--- src/rtl/ext_gate_ctrl_if.sv ---
// ----------------------------------------------------------------------------
// ext_gate_ctrl_if
//   Bundles the trigger, strobe, configuration and status signals of the
//   receive-gate sequencer. All signals live in the rxclk domain, except
//   ext_trig, which may be asynchronous when the sequencer is built with
//   EXT_GATE_TRIG_SYNC_EN.
//
//   enable        arm the sequencer; low aborts any window
//   ext_trig      external trigger level; a rising edge starts a sequence
//   rxstrobe      decimated sample strobe, one rxclk wide
//   delay         trigger-to-align delay in rxclk cycles
//   width         window length in rxstrobe samples; 0 disables triggering
//   clear_status  clears missed
//   gate_enable   window active, drives the receive buffer gate
//   busy          sequencer not idle
//   missed        sticky: a trigger edge arrived while busy
//   win_count     completed windows, wraps
//
//   master : the side that drives configuration and observes status
//   slave  : the sequencer
// ----------------------------------------------------------------------------
interface ext_gate_ctrl_if #(
  parameter int CNT_W = 16
);
  logic             enable;
  logic             ext_trig;
  logic             rxstrobe;
  logic [CNT_W-1:0] delay;
  logic [CNT_W-1:0] width;
  logic             clear_status;
  logic             gate_enable;
  logic             busy;
  logic             missed;
  logic [CNT_W-1:0] win_count;

  modport master (
    output enable, ext_trig, rxstrobe, delay, width, clear_status,
    input  gate_enable, busy, missed, win_count
  );

  modport slave (
    input  enable, ext_trig, rxstrobe, delay, width, clear_status,
    output gate_enable, busy, missed, win_count
  );
endinterface

--- src/rtl/ext_gate_ctrl.sv ---
// ----------------------------------------------------------------------------
// ext_gate_ctrl
//   Receive-gate sequencer. It turns an external trigger edge into an
//   acquisition window aligned to the decimated sample strobe:
//     trigger edge -> programmable delay (rxclk cycles) -> wait for the next
//     rxstrobe -> gate_enable high for exactly 'width' strobes.
//   Window count and a sticky missed-trigger flag are reported.
//
//   Ports
//     rxclk    receive sample clock, sole clock
//     reset_n  asynchronous active-low reset
//     bus      ext_gate_ctrl_if.slave (trigger, strobe, config, status)
//
//   Build option
//     EXT_GATE_TRIG_SYNC_EN  when defined, ext_trig passes through a two-flop
//                            synchronizer ahead of edge detection; otherwise it
//                            is taken to be synchronous to rxclk.
// ----------------------------------------------------------------------------
module ext_gate_ctrl #(
  parameter int CNT_W = 16
) (
  input  logic            rxclk,
  input  logic            reset_n,
  ext_gate_ctrl_if.slave  bus
);

  typedef enum logic [1:0] {
    IDLE  = 2'd0,
    DELAY = 2'd1,
    ALIGN = 2'd2,
    GATE  = 2'd3
  } state_t;

  localparam logic [CNT_W-1:0] ONE = CNT_W'(1);

  state_t           state_q, state_d;
  logic             trig, trig_q, trig_edge;
  logic [CNT_W-1:0] dcnt_q, dcnt_d;
  logic [CNT_W-1:0] scnt_q, scnt_d;
  logic [CNT_W-1:0] wlat_q, wlat_d;
  logic [CNT_W-1:0] win_q, win_d;
  logic             missed_q, missed_d;
  logic             gate_q;

  // --------------------------------------------------------------------------
  // Trigger conditioning and edge detect
  // --------------------------------------------------------------------------
`ifdef EXT_GATE_TRIG_SYNC_EN
  logic [1:0] sync_q;

  always_ff @(posedge rxclk or negedge reset_n) begin
    if (!reset_n) sync_q <= 2'b00;
    else          sync_q <= {sync_q[0], bus.ext_trig};
  end

  assign trig = sync_q[1];
`else
  assign trig = bus.ext_trig;
`endif

  always_ff @(posedge rxclk or negedge reset_n) begin
    if (!reset_n) trig_q <= 1'b0;
    else          trig_q <= trig;
  end

  assign trig_edge = trig & ~trig_q;

  // --------------------------------------------------------------------------
  // State and counter registers
  // --------------------------------------------------------------------------
  always_ff @(posedge rxclk or negedge reset_n) begin
    if (!reset_n) begin
      state_q  <= IDLE;
      dcnt_q   <= '0;
      scnt_q   <= '0;
      wlat_q   <= '0;
      win_q    <= '0;
      missed_q <= 1'b0;
      gate_q   <= 1'b0;
    end else begin
      state_q  <= state_d;
      dcnt_q   <= dcnt_d;
      scnt_q   <= scnt_d;
      wlat_q   <= wlat_d;
      win_q    <= win_d;
      missed_q <= missed_d;
      // Registered copy of "next state is GATE" so the gate is glitch-free
      // and high exactly for the cycles the FSM sits in GATE.
      gate_q   <= (state_d == GATE);
    end
  end

  // --------------------------------------------------------------------------
  // Next-state logic
  // --------------------------------------------------------------------------
  always_comb begin
    state_d  = state_q;
    dcnt_d   = dcnt_q;
    scnt_d   = scnt_q;
    wlat_d   = wlat_q;
    win_d    = win_q;
    missed_d = missed_q;

    case (state_q)
      IDLE: begin
        if (bus.enable && trig_edge && (bus.width != '0)) begin
          // The first DELAY cycle counts as one of the 'delay' cycles, so
          // delay=d reaches ALIGN d cycles after entering DELAY; delay=0
          // still spends a single cycle in DELAY.
          dcnt_d  = (bus.delay == '0) ? '0 : (bus.delay - ONE);
          wlat_d  = bus.width;
          state_d = DELAY;
        end
      end
      DELAY: begin
        if (dcnt_q == '0) state_d = ALIGN;
        else              dcnt_d  = dcnt_q - ONE;
      end
      ALIGN: begin
        // Only strobes sampled while already in ALIGN can align the window.
        if (bus.rxstrobe) begin
          scnt_d  = wlat_q;
          state_d = GATE;
        end
      end
      GATE: begin
        if (bus.rxstrobe) begin
          if (scnt_q == ONE) begin
            state_d = IDLE;
            win_d   = win_q + ONE;
          end else begin
            scnt_d  = scnt_q - ONE;
          end
        end
      end
      default: state_d = IDLE;
    endcase

    // Disarming aborts whatever is in flight without counting a window.
    if (!bus.enable) begin
      state_d = IDLE;
      win_d   = win_q;
    end

    // Set has priority over clear so a coincident miss is never lost.
    if (trig_edge && (bus.width != '0) && (state_q != IDLE))
      missed_d = 1'b1;
    else if (bus.clear_status)
      missed_d = 1'b0;
  end

  // --------------------------------------------------------------------------
  // Outputs
  // --------------------------------------------------------------------------
  assign bus.gate_enable = gate_q;
  assign bus.busy        = (state_q != IDLE);
  assign bus.missed      = missed_q;
  assign bus.win_count   = win_q;

endmodule

--- src/flat_wrapper.sv ---
// flat-port wrapper written by rule: the top's interface ports become plain ports
module ext_gate_ctrl_flat 
#(
  parameter int CNT_W = 16
)
  (rxclk, reset_n, bus_enable, bus_ext_trig, bus_rxstrobe, bus_delay, bus_width, bus_clear_status, bus_gate_enable, bus_busy, bus_missed, bus_win_count);
  ext_gate_ctrl_if #(.CNT_W(CNT_W)) bus_i ();
  input  logic rxclk;
  input  logic reset_n;
  input wire logic [$bits(bus_i.enable)-1:0] bus_enable;
  input wire logic [$bits(bus_i.ext_trig)-1:0] bus_ext_trig;
  input wire logic [$bits(bus_i.rxstrobe)-1:0] bus_rxstrobe;
  input wire logic [$bits(bus_i.delay)-1:0] bus_delay;
  input wire logic [$bits(bus_i.width)-1:0] bus_width;
  input wire logic [$bits(bus_i.clear_status)-1:0] bus_clear_status;
  output wire logic [$bits(bus_i.gate_enable)-1:0] bus_gate_enable;
  output wire logic [$bits(bus_i.busy)-1:0] bus_busy;
  output wire logic [$bits(bus_i.missed)-1:0] bus_missed;
  output wire logic [$bits(bus_i.win_count)-1:0] bus_win_count;
  assign bus_i.enable = bus_enable;
  assign bus_i.ext_trig = bus_ext_trig;
  assign bus_i.rxstrobe = bus_rxstrobe;
  assign bus_i.delay = bus_delay;
  assign bus_i.width = bus_width;
  assign bus_i.clear_status = bus_clear_status;
  assign bus_gate_enable = bus_i.gate_enable;
  assign bus_busy = bus_i.busy;
  assign bus_missed = bus_i.missed;
  assign bus_win_count = bus_i.win_count;
  ext_gate_ctrl #(.CNT_W(CNT_W)) u_core (.rxclk(rxclk), .reset_n(reset_n), .bus(bus_i));
endmodule
--- config.mk ---
export PLATFORM = sky130hd
export DESIGN_NAME = ext_gate_ctrl_flat
export DESIGN_NICKNAME = d
export VERILOG_FILES = /design/src/rtl/ext_gate_ctrl_if.sv /design/src/rtl/ext_gate_ctrl.sv /design/src/flat_wrapper.sv
export SDC_FILE = /design/constraint.sdc
export NUM_CORES = 1
export LEC_CHECK = 0
export ABC_CLOCK_PERIOD_IN_PS = 3690
export CORE_UTILIZATION = 45
export DETAILED_ROUTE_END_ITERATION = 7
export GPL_ROUTABILITY_DRIVEN = 0
export PLACE_DENSITY = 0.69
export SLEW_MARGIN = 10
export SYNTH_ARGS = -nofsm -noshare
export SYNTH_HDL_FRONTEND = slang
export SYNTH_SLANG_ARGS = --single-unit
--- constraint.sdc ---
create_clock -name rxclk -period 3.69 [get_ports rxclk]
set_input_delay 0.738 -clock rxclk [delete_from_list [all_inputs] [get_ports rxclk]]
set_output_delay 0.738 -clock rxclk [all_outputs]
set_load 0.005 [all_outputs]
==> flow_summary.ini <==
[status]
status = complete, but fails checks
violations = design-rule violations

[critical_path]
cp-end-kind = flop
cp-start-kind = input port
reg2reg_slack_ns = 1.24
arrival_ns = 3.02
r2r_end = u_core.dcnt_q[4]
critical_path_peak_fanout = 16
path_class = input port to flop
required_ns = 3.92
reg2reg_depth = 5
rr_startpoint = u_core.dcnt_q[12]

[layout]
utilization_pct = 56.6
fillers = 775
multi_input_area_mm2 = 0.00226
seq_area_mm2 = 0.00173
drive_gt1_share_pct = 15.0
syn_to_final_growth_pct = 20.5
nets = 512
num_antenna_cells = 0

[synthesis]
synthTopCellsByCount = dfrtp_1, nor2_1, a21oi_1, nand2_1, xnor2_1
yosysTopAreaCell = dfrtp_1
synth-seq-cells = 69
avgSynthCellArea_um2 = 10.0
synth_warnings = 0
synthCells = 415
synth.area.top_cells = dfrtp_1, mux2_2, xnor2_1
synth_flop_cell = dfrtp_1
synth_top_area_share_pct = 41.5
synthesis.area_mm2 = 0.00416
synth_edf_count = 0
async_flop_share_pct = 100
yosysMostFrequentCell = dfrtp_1
synth_fp_nets = 460
synth.distinct_cells = 66
yosysSeqAreaShare_pct = 41.5

[clocking]
cts_sinks = 69
hold_buffers = 0
cts_tree = done
path_clk_slew_ns = 0.08
root_buffer = clkbuf_8
htree_levels = 3
cts_buffer_depth = 2
clk_latency_ns = 0.35
cts_resized = 0
post_cts_buffers = 0
cts-buffers-inserted = 9

[power_and_ir_drop]
switching_power_mw = 0.578
powerDensity_mw_per_mm2 = 415
seq_power_share_pct = 44.7
p_sw_share_pct = 27.8
p_int_mw = 1.50
pwr-share-comb_pct = 18.2
pwr-share-clk_pct = 37.1
peakVddDrop_mv = 0.219
p_leak_nw = 2.10
power_mw = 2.08

[min_path]
hold_path_end = u_core.bus.win_count[15]
min_path_type = flop to flop
hold_depth = 1
worstHoldStart = u_core.bus.win_count[15]

[timing]
finClkSkew_ns = 0.0120
drv_slew = 0
clock.fmax_ghz = 0.359
setup_viol = 0
worst_pin_slew_ns = 0.930
rsz0062_at_grt = no
relSlewSlack_pct = 38.0
fin_crit_sh_pct = 75.4
setup_tns_ns = 0
finalHoldViolations = 0
layout_min_cycle_time_ns = 2.78

[detailed_routing]
num_vias = 3486
drt-initial-drc-count = 222
first_pass_iters = 7
wire_per_inst_um = 16.6
drc_errors = 2
viasPerCell = 6.01
drt-total-wl_um = 9610
ant_nets = 0

[floorplanning]
die_area_mm2 = 0.00963
io_pins = 57
die_w_um = 98.2
core_area_mm2 = 0.00885
core.rowCount = 34
die_height_um = 98.2
start_util_pct = 47.0

[placement]
port_buffers = 56
dp_hpwl_um = 6940

[grt]
grt_start_max_net_pins = 42
antenna_found_initial = 0
overflow = 0
grt_pass1_wl_um = 16000
first_global_vias = 3260
grtUsageTotal_pct = 20.7

[job]
cap_violations = 0
==> registers in the layout (all words and copies together) (netlist names) <==
| name | flops |
|---|---|
| u_core.wlat_q | 16 |
| u_core.scnt_q | 16 |
| u_core.trig_q | 1 |
| u_core.dcnt_q | 16 |
| u_core.bus.missed | 1 |
| u_core.state_q | 2 |
| u_core.bus.win_count | 16 |
| u_core.bus.gate_enable | 1 |
==> area by class of cell <==
type,instances,area share [%]
Clock inverter,5,2.12
Inverter,11,0.824
Tap cell,108,2.70
Clock buffer,11,2.82
Sequential cell,69,34.4
Multi-Input combinational cell,314,45.1
Timing Repair Buffer,62,12.0
==> power by group through the flow <==
stage / clock network, mW / logic, mW / registers, mW
detailed placement: 0 / 0.378 / 0.941
finish: 0.770 / 0.379 / 0.928
floorplan: 0 / 0.271 / 0.909
CTS: 0.784 / 0.380 / 0.927
global placement: 0 / 0.368 / 0.937
global route: 0.816 / 0.417 / 0.941
==> cell families after synthesis <==
| logic type | count (synthesis) | share of synthesized area (%) |
|---|---|---|
| flip-flops | 69 | 41.5 |
| adder cells (fa/ha/maj) | 7 | 2.11 |
| multiplexers | 20 | 5.56 |
| XOR/XNOR | 27 | 5.68 |
| buffers and inverters | 32 | 4.15 |
| AND/OR/NAND/NOR | 146 | 22.4 |
| AO/OA/AOI/OAI | 114 | 18.6 |
==> worst max-delay path, stage by stage <==
cell,delay (ns)
clkdlybuf4s50_1,0.41
nor4_1,0.46
a41oi_1,0.34
nand3_1,0.64
mux2_2,0.42
==> through the flow <==
step	instance area, um^2	std cells	setup WS (ns)	hold slack [ns]
global route	5010	580	0.775	0.506
global placement	4760	564	0.612	0.461
floorplan	4160	415	1.51	0.442
finish	5010	580	0.908	0.469
detailed placement	4760	564	0.583	0.466
CTS	5010	580	0.941	0.477
==> worst max path at each step <==
stage,start,end,cells past startpoint
finish,bus_width[9],u_core.wlat_q[8],5
global route,bus_width[9],u_core.wlat_q[8],5
CTS,bus_width[9],u_core.wlat_q[8],5
detailed placement,bus_width[9],u_core.wlat_q[8],5
global placement,bus_width[9],u_core.wlat_q[8],5
floorplan,bus_width[2],u_core.wlat_q[10],5
==> cell usage in the layout (no fill, tap or decap), types with 8 or more instances in the layout <==
cell             synthesis  routed
clkbuf_8                 0      10
dfrtp_1                 69      69
inv_1                   11      11
nand4_1                  8       8
nand2_1                 23      23
xnor2_1                 20      20
o31ai_1                 14      14
nor2_1                  35      35
clkdlybuf4s50_1          0      55
o21ai_0                 13      13
a21oi_1                 23      23
nand3_1                 10      10
nor3_1                  14      14
mux2_2                  17      17
nor4_1                  11      11
o21ai_1                 13      13
==> per-layer routing <==
| layer | track usage [%] | vias to the layer above | wire [um] |
|---|---|---|---|
| met5 | 0 | - | 0 |
| met4 | 7.92 | 0 | 161 |
| met3 | 2.93 | 11 | 603 |
| met2 | 31.6 | 143 | 4360 |
| met1 | 29.7 | 1671 | 4490 |
| li1 | - | 1661 | - |
No activity file was read; power rests on OpenSTA's default activity.
